===== src/rtl/note_scheduler.sv =====
// Polyphony controller: allocates incoming notes to the lowest idle voice, tracks
// per-voice busy state, and sequences/mixes one sample from every voice per request.
module note_scheduler #(
    parameter int NUM_VOICES = 3
) (
    input  logic                       clk,
    input  logic                       reset,
    input  logic                       play_enable,
    input  logic [5:0]                 note_in,
    input  logic [5:0]                 duration_in,
    input  logic                       note_valid,
    output logic                       note_ready,
    output logic [NUM_VOICES-1:0]      voice_load,
    output logic [5:0]                 voice_note,
    output logic [5:0]                 voice_duration,
    input  logic [NUM_VOICES-1:0]      voice_done,
    output logic [NUM_VOICES-1:0]      voice_busy,
    input  logic                       generate_next_sample,
    output logic                       voice_gen_next,
    input  logic [16*NUM_VOICES-1:0]   voice_sample,
    input  logic [NUM_VOICES-1:0]      voice_sample_ready,
    output logic [15:0]                sample_out,
    output logic                       new_sample_ready,
    output logic                       overrun
);

    localparam int SUM_W = 16 + $clog2(NUM_VOICES);

    typedef enum logic [1:0] {
        ST_IDLE    = 2'd0,
        ST_COLLECT = 2'd1,
        ST_SUM     = 2'd2
    } mix_state_t;

    mix_state_t state_r, state_next_s;

    logic [NUM_VOICES-1:0] busy_r, armed_r, load_r, captured_r;
    logic [NUM_VOICES-1:0] alloc_s, load_mask_s, release_s, arm_set_s;
    logic [NUM_VOICES-1:0] ready_now_s, captured_next_s;
    logic [5:0]            note_r, duration_r;
    logic [15:0]           latched_r [NUM_VOICES];
    logic [15:0]           eff_s     [NUM_VOICES];
    logic signed [SUM_W-1:0] sum_s;
    logic [15:0]           sample_r;
    logic                  accept_s, sample_en_s, all_captured_s;
    logic                  gen_next_r, new_sample_r, overrun_r;

    // Clamp a widened signed sum into the 16-bit signed range.
    function automatic logic [15:0] saturate(input logic signed [SUM_W-1:0] value);
        logic [SUM_W-16:0] top_bits;
        top_bits = value[SUM_W-1:15];
        if ((&top_bits) || (~|top_bits)) begin
            saturate = value[15:0];
        end else if (value[SUM_W-1]) begin
            saturate = 16'h8000;
        end else begin
            saturate = 16'h7FFF;
        end
    endfunction

    assign note_ready  = play_enable & ~(&busy_r);
    assign accept_s    = note_valid & note_ready;
    assign load_mask_s = alloc_s & {NUM_VOICES{accept_s}};
    assign arm_set_s   = busy_r & ~voice_done;
    // A voice is released only after done was seen low at least once since its load.
    assign release_s   = busy_r & armed_r & voice_done;

    // Priority pick of the lowest-index idle voice.
    always_comb begin
        logic seen;
        seen    = 1'b0;
        alloc_s = '0;
        for (int i = 0; i < NUM_VOICES; i++) begin
            alloc_s[i] = ~busy_r[i] & ~seen;
            seen       = seen | ~busy_r[i];
        end
    end

    // Voice allocation, load strobes, shared note bus and busy/armed tracking.
    always_ff @(posedge clk or posedge reset) begin
        if (reset) begin
            busy_r     <= '0;
            armed_r    <= '0;
            load_r     <= '0;
            note_r     <= 6'd0;
            duration_r <= 6'd0;
        end else begin
            load_r  <= load_mask_s;
            busy_r  <= (busy_r & ~release_s) | load_mask_s;
            armed_r <= (armed_r | arm_set_s) & ~release_s & ~load_mask_s;
            if (accept_s) begin
                note_r     <= note_in;
                duration_r <= duration_in;
            end
        end
    end

    // The broadcast cycle itself is skipped so voices see the request before we sample.
    assign sample_en_s     = (state_r == ST_COLLECT) & ~gen_next_r;
    assign ready_now_s     = voice_sample_ready & ~captured_r & {NUM_VOICES{sample_en_s}};
    assign captured_next_s = captured_r | ready_now_s;
    assign all_captured_s  = sample_en_s & (&captured_next_s);

    // Sum already-latched samples plus any arriving this cycle, so the result can
    // be registered on the same edge that completes collection.
    always_comb begin
        sum_s = '0;
        for (int i = 0; i < NUM_VOICES; i++) begin
            eff_s[i] = captured_r[i] ? latched_r[i] : voice_sample[16*i +: 16];
            sum_s    = sum_s + SUM_W'($signed(eff_s[i]));
        end
    end

    // Mix FSM state register.
    always_ff @(posedge clk or posedge reset) begin
        if (reset) begin
            state_r <= ST_IDLE;
        end else begin
            state_r <= state_next_s;
        end
    end

    // Mix FSM next-state logic.
    always_comb begin
        state_next_s = state_r;
        case (state_r)
            ST_IDLE: begin
                if (generate_next_sample) begin
                    state_next_s = ST_COLLECT;
                end else begin
                    state_next_s = ST_IDLE;
                end
            end
            ST_COLLECT: begin
                if (all_captured_s) begin
                    state_next_s = ST_SUM;
                end else begin
                    state_next_s = ST_COLLECT;
                end
            end
            ST_SUM:  state_next_s = ST_IDLE;
            default: state_next_s = ST_IDLE;
        endcase
    end

    // Mix datapath: request broadcast, sample capture, result and overrun flag.
    always_ff @(posedge clk or posedge reset) begin
        if (reset) begin
            captured_r   <= '0;
            gen_next_r   <= 1'b0;
            new_sample_r <= 1'b0;
            sample_r     <= 16'd0;
            overrun_r    <= 1'b0;
            for (int i = 0; i < NUM_VOICES; i++) begin
                latched_r[i] <= 16'd0;
            end
        end else begin
            gen_next_r   <= 1'b0;
            new_sample_r <= 1'b0;
            case (state_r)
                ST_IDLE: begin
                    if (generate_next_sample) begin
                        captured_r <= '0;
                        gen_next_r <= 1'b1;
                    end
                end
                ST_COLLECT: begin
                    for (int i = 0; i < NUM_VOICES; i++) begin
                        if (ready_now_s[i]) begin
                            latched_r[i] <= voice_sample[16*i +: 16];
                        end
                    end
                    captured_r <= captured_next_s;
                    if (all_captured_s) begin
                        sample_r     <= saturate(sum_s);
                        new_sample_r <= 1'b1;
                    end
                end
                default: begin
                    captured_r <= captured_r;
                end
            endcase
            if (generate_next_sample && (state_r != ST_IDLE)) begin
                overrun_r <= 1'b1;
            end
        end
    end

    assign voice_load       = load_r;
    assign voice_note       = note_r;
    assign voice_duration   = duration_r;
    assign voice_busy       = busy_r;
    assign voice_gen_next   = gen_next_r;
    assign sample_out       = sample_r;
    assign new_sample_ready = new_sample_r;
    assign overrun          = overrun_r;

endmodule


===== config.mk =====
export PLATFORM = sky130hd
export DESIGN_NAME = note_scheduler
export DESIGN_NICKNAME = d
export VERILOG_FILES = /design/src/rtl/note_scheduler.sv
export SDC_FILE = /design/constraint.sdc
export NUM_CORES = 1
export LEC_CHECK = 0
export ABC_AREA = 0
export CAP_MARGIN = 20
export CORE_MARGIN = 1
export CORE_UTILIZATION = 45
export CTS_CLUSTER_DIAMETER = 50
export DETAILED_ROUTE_END_ITERATION = 8
export PLACE_DENSITY_LB_ADDON = 0.05
export SYNTH_ARGS = -nofsm -noshare
export SYNTH_HDL_FRONTEND = slang
export SYNTH_SLANG_ARGS = --single-unit

===== constraint.sdc =====
create_clock -name clk -period 5.4 [get_ports clk]
set_input_delay 1.35 -clock clk [delete_from_list [all_inputs] [get_ports clk]]
set_output_delay 1.35 -clock clk [all_outputs]
set_load 0.005 [all_outputs]

==> results of run 1 <==
[cell usage after synthesis, types with 2 or more instances]
| cell | count |
|---|---|
| nand3_1 | 6 |
| nor3_1 | 9 |
| a31oi_1 | 5 |
| mux2_2 | 102 |
| ha_1 | 16 |
| a21oi_1 | 27 |
| inv_1 | 8 |
| o21ai_1 | 8 |
| o2111ai_1 | 2 |
| fa_1 | 17 |
| nand2_1 | 24 |
| nand4b_1 | 3 |
| xor2_1 | 6 |
| buf_2 | 3 |
| a21o_1 | 6 |
| buf_1 | 3 |
| a211oi_1 | 6 |
| nor2_1 | 31 |
| nand4_1 | 3 |
| mux2i_1 | 8 |
| a311oi_1 | 3 |
| o211ai_1 | 3 |
| xnor2_1 | 5 |
| clkbuf_1 | 12 |
| nand2b_1 | 2 |
| o21bai_1 | 2 |
| o21ai_0 | 7 |
| dfrtp_1 | 92 |
| nor4_1 | 4 |
[flip-flops by register name (all words and copies together) (netlist names), 3 cells and up]
| name | count |
|---|---|
| latched_r | 48 |
| sample_out | 16 |
| voice_duration | 6 |
| voice_note | 6 |
| armed_r | 3 |
| captured_r | 3 |
| voice_busy | 3 |
| voice_load | 3 |
[worst max-delay path: cells and delay by family]
| family | cells | cell delay (ns) |
|---|---|---|
| and+or+nand+nor | 3 | 0.70 |
| buffers and inverters | 1 | 0.42 |
| muxes | 1 | 0.29 |
| adders and majority gates | 3 | 1.13 |
| AOI/OAI and AO/OA | 4 | 1.02 |
[cell families after synthesis]
group	Yosys count	synth area share
simple gates	91	0.0856
buf+inv	28	0.0214
compound gates	82	0.103
flops	92	0.437
xor+xnor	11	0.0183
fa+ha+maj	33	0.102
mux	110	0.233
[per-stage QoR]
step	cells	worst slack [ns]	utilization	hold WS, ns	cell area, um^2
final	699	0.716	0.598	0.479	6830
after global routing	699	0.440	0.598	0.504	6830
after CTS	698	0.736	0.597	0.475	6810
after detailed placement	682	0.397	0.569	0.463	6490
after global placement	680	0.491	0.566	0.454	6460
after floorplan	447	1.19	-	0.438	5270
[routing by layer]
layer / track usage / up-vias / share of wire
li1: - / 1833 / -
met1: 0.284 / 1860 / 0.45
met2: 0.358 / 94 / 0.49
met3: 0.0588 / 6 / 0.053
met4: 0.0620 / 0 / 0.0065
met5: 0 / - / 0
[cell type report]
type                    count  area [um^2]  share of cell area
flip-flops and latches     92         2300               0.337
clock inverters             4         72.6              0.0106
multi-input cells         327         2860               0.419
inverters                   9         35.0             0.00513
well taps                 143          179              0.0262
repair buffers            112         1130               0.166
clock buffers              12          246              0.0361
[worst min path at each step]
stage,from,endpoint,slack [ns],cells past startpoint
after floorplan,armed_r[0],voice_busy[0],0.44,1
after global placement,armed_r[0],voice_busy[0],0.45,1
after detailed placement,armed_r[0],voice_busy[0],0.46,1
after CTS,armed_r[0],voice_busy[0],0.48,1
after global routing,armed_r[0],voice_busy[0],0.50,1
final,armed_r[0],voice_busy[0],0.48,1
==> metrics, run 1 <==
clock-pin slew on the worst setup and hold paths 0.07 ns; YS warnings 0; status finished clean; Rel. slew slack 0.343; Final period util 0.867; cts-stage hold buffer count 0; Clock Sinks 92; max frequency 213 MHz; Hold Path Class flip-flop to flip-flop; antenna violations before repair 0; layout net count 655; WP data required 5.61 ns; WP data arrival 4.90 ns; slowest cell on the critical path fa_1; Max clock buf depth 2; Die Y 110 um; vias in the first global route 3979; Min Clock Period, post-route 4.68 ns; ANT cells 0; first-pass GRT wire length 19800 um; IO Count 109; largest net degree at the start of global routing 59; worst r2r path cells 11; CTS tree yes; most frequent cells in the layout 108 x clkdlybuf4s50_1, 102 x mux2_2, 92 x dfrtp_1; Post-synth EDFFs 0; Vias 3793; largest cells by area after synthesis dfrtp_1 44%, mux2_2 22%, fa_1 6.5%; ANT nets after route 0; TritonCTS Buffers 9; Worst Tran Pin Value 0.985 ns; most common cell after layout, fill and taps aside clkdlybuf4s50_1; clock insertion delay at the later pin of the skew report 0.34 ns; Worst Setup SP voice_sample[33]; Chip Width 110 um; top cell type's share of synthesized area 0.437; post-synthesis cell count 447; row cnt 39; WL/cell 17.3 um; initial core utilization 0.462; reg2reg end sample_out[0]; Final setup viols 0; setup repair bufs after CTS 0; fraction of layout cells with a size suffix above 1 0.239; synthesis-to-finish area growth 29.5%; residual overflow from global routing 0; CP dominant cell by count fa_1; ys async rst share 1.00; Mapped Area 0.00527 mm^2; RSZ-0062 raised after global routing no; worst reg2reg setup slack 1.05 ns; crit-path max FO 11; Port Buf Inserts 108; Die ar. 0.0122 mm^2; gr usage total 0.219; CP Cell Sequence clkdlybuf4s50_1 > mux2_2 > fa_1 > ha_1 > fa_1 > a21o_2 > a311o_1 > nand4_1 > a31oi_1 > nand2b_1 > nor2_2 > a311oi_1; GPL Wtd Cong 0.808; Fin Clk Skew 0.00491 ns; Core Region 0.0114 mm^2; WL final 12100 um; fillers 1005; Max-Cap Viols 0; RR Startpoint captured_r[0]; DR pass1 iterations 4; Avg Inst Size Synth 11.8 um^2; max incr delay on CP 0.49 ns; Final Max Slew Viols 0; Resized cells post-CTS 0; CP Capture Type flip-flop; syn nets 551; crit path capture sample_out[0]; synthesis-stage register bit count 92; CP Class input port to flip-flop; Post-DP HPWL 8890 um; Vias/cell 5.43; endpoints failing hold 0; H-tree depth 3; ys flop type dfrtp_1; distinct cell type count after synthesis 53; startpoint types input port; area leader, netlist dfrtp_1; iteration-0 DRC count of the detailed router 106; DRC viols 0; setup_tns 0 ns; Root Driver clkbuf_16; Seq/Total Area, Yosys 0.437
Power of run 1 is left out: the tool's default activity adds up to more than one toggle a clock period on the data nets, which glitch-free logic cannot reach.
==> run 2, diff against run 1 <==
--- a/config.mk
+++ b/config.mk
@@ -12,6 +12,8 @@
 export CTS_CLUSTER_DIAMETER = 50
 export DETAILED_ROUTE_END_ITERATION = 8
 export PLACE_DENSITY_LB_ADDON = 0.05
+export SKIP_LAST_GASP = 1
+export SLEW_MARGIN = 0
 export SYNTH_ARGS = -nofsm -noshare
 export SYNTH_HDL_FRONTEND = slang
 export SYNTH_SLANG_ARGS = --single-unit
==> results of run 2 <==
Same layout as run 1: the final DEF is identical, and so are final timing and power.
Power of run 2 is left out for the same reason.
==> run 3, diff against run 2 <==
--- a/config.mk
+++ b/config.mk
@@ -11,6 +11,7 @@
 export CORE_UTILIZATION = 45
 export CTS_CLUSTER_DIAMETER = 50
 export DETAILED_ROUTE_END_ITERATION = 8
+export HOLD_SLACK_MARGIN = 0.1
 export PLACE_DENSITY_LB_ADDON = 0.05
 export SKIP_LAST_GASP = 1
 export SLEW_MARGIN = 0
==> results of run 3 <==
Same layout as run 1: the final DEF is identical, and so are final timing and power.
Power of run 3 is left out for the same reason.
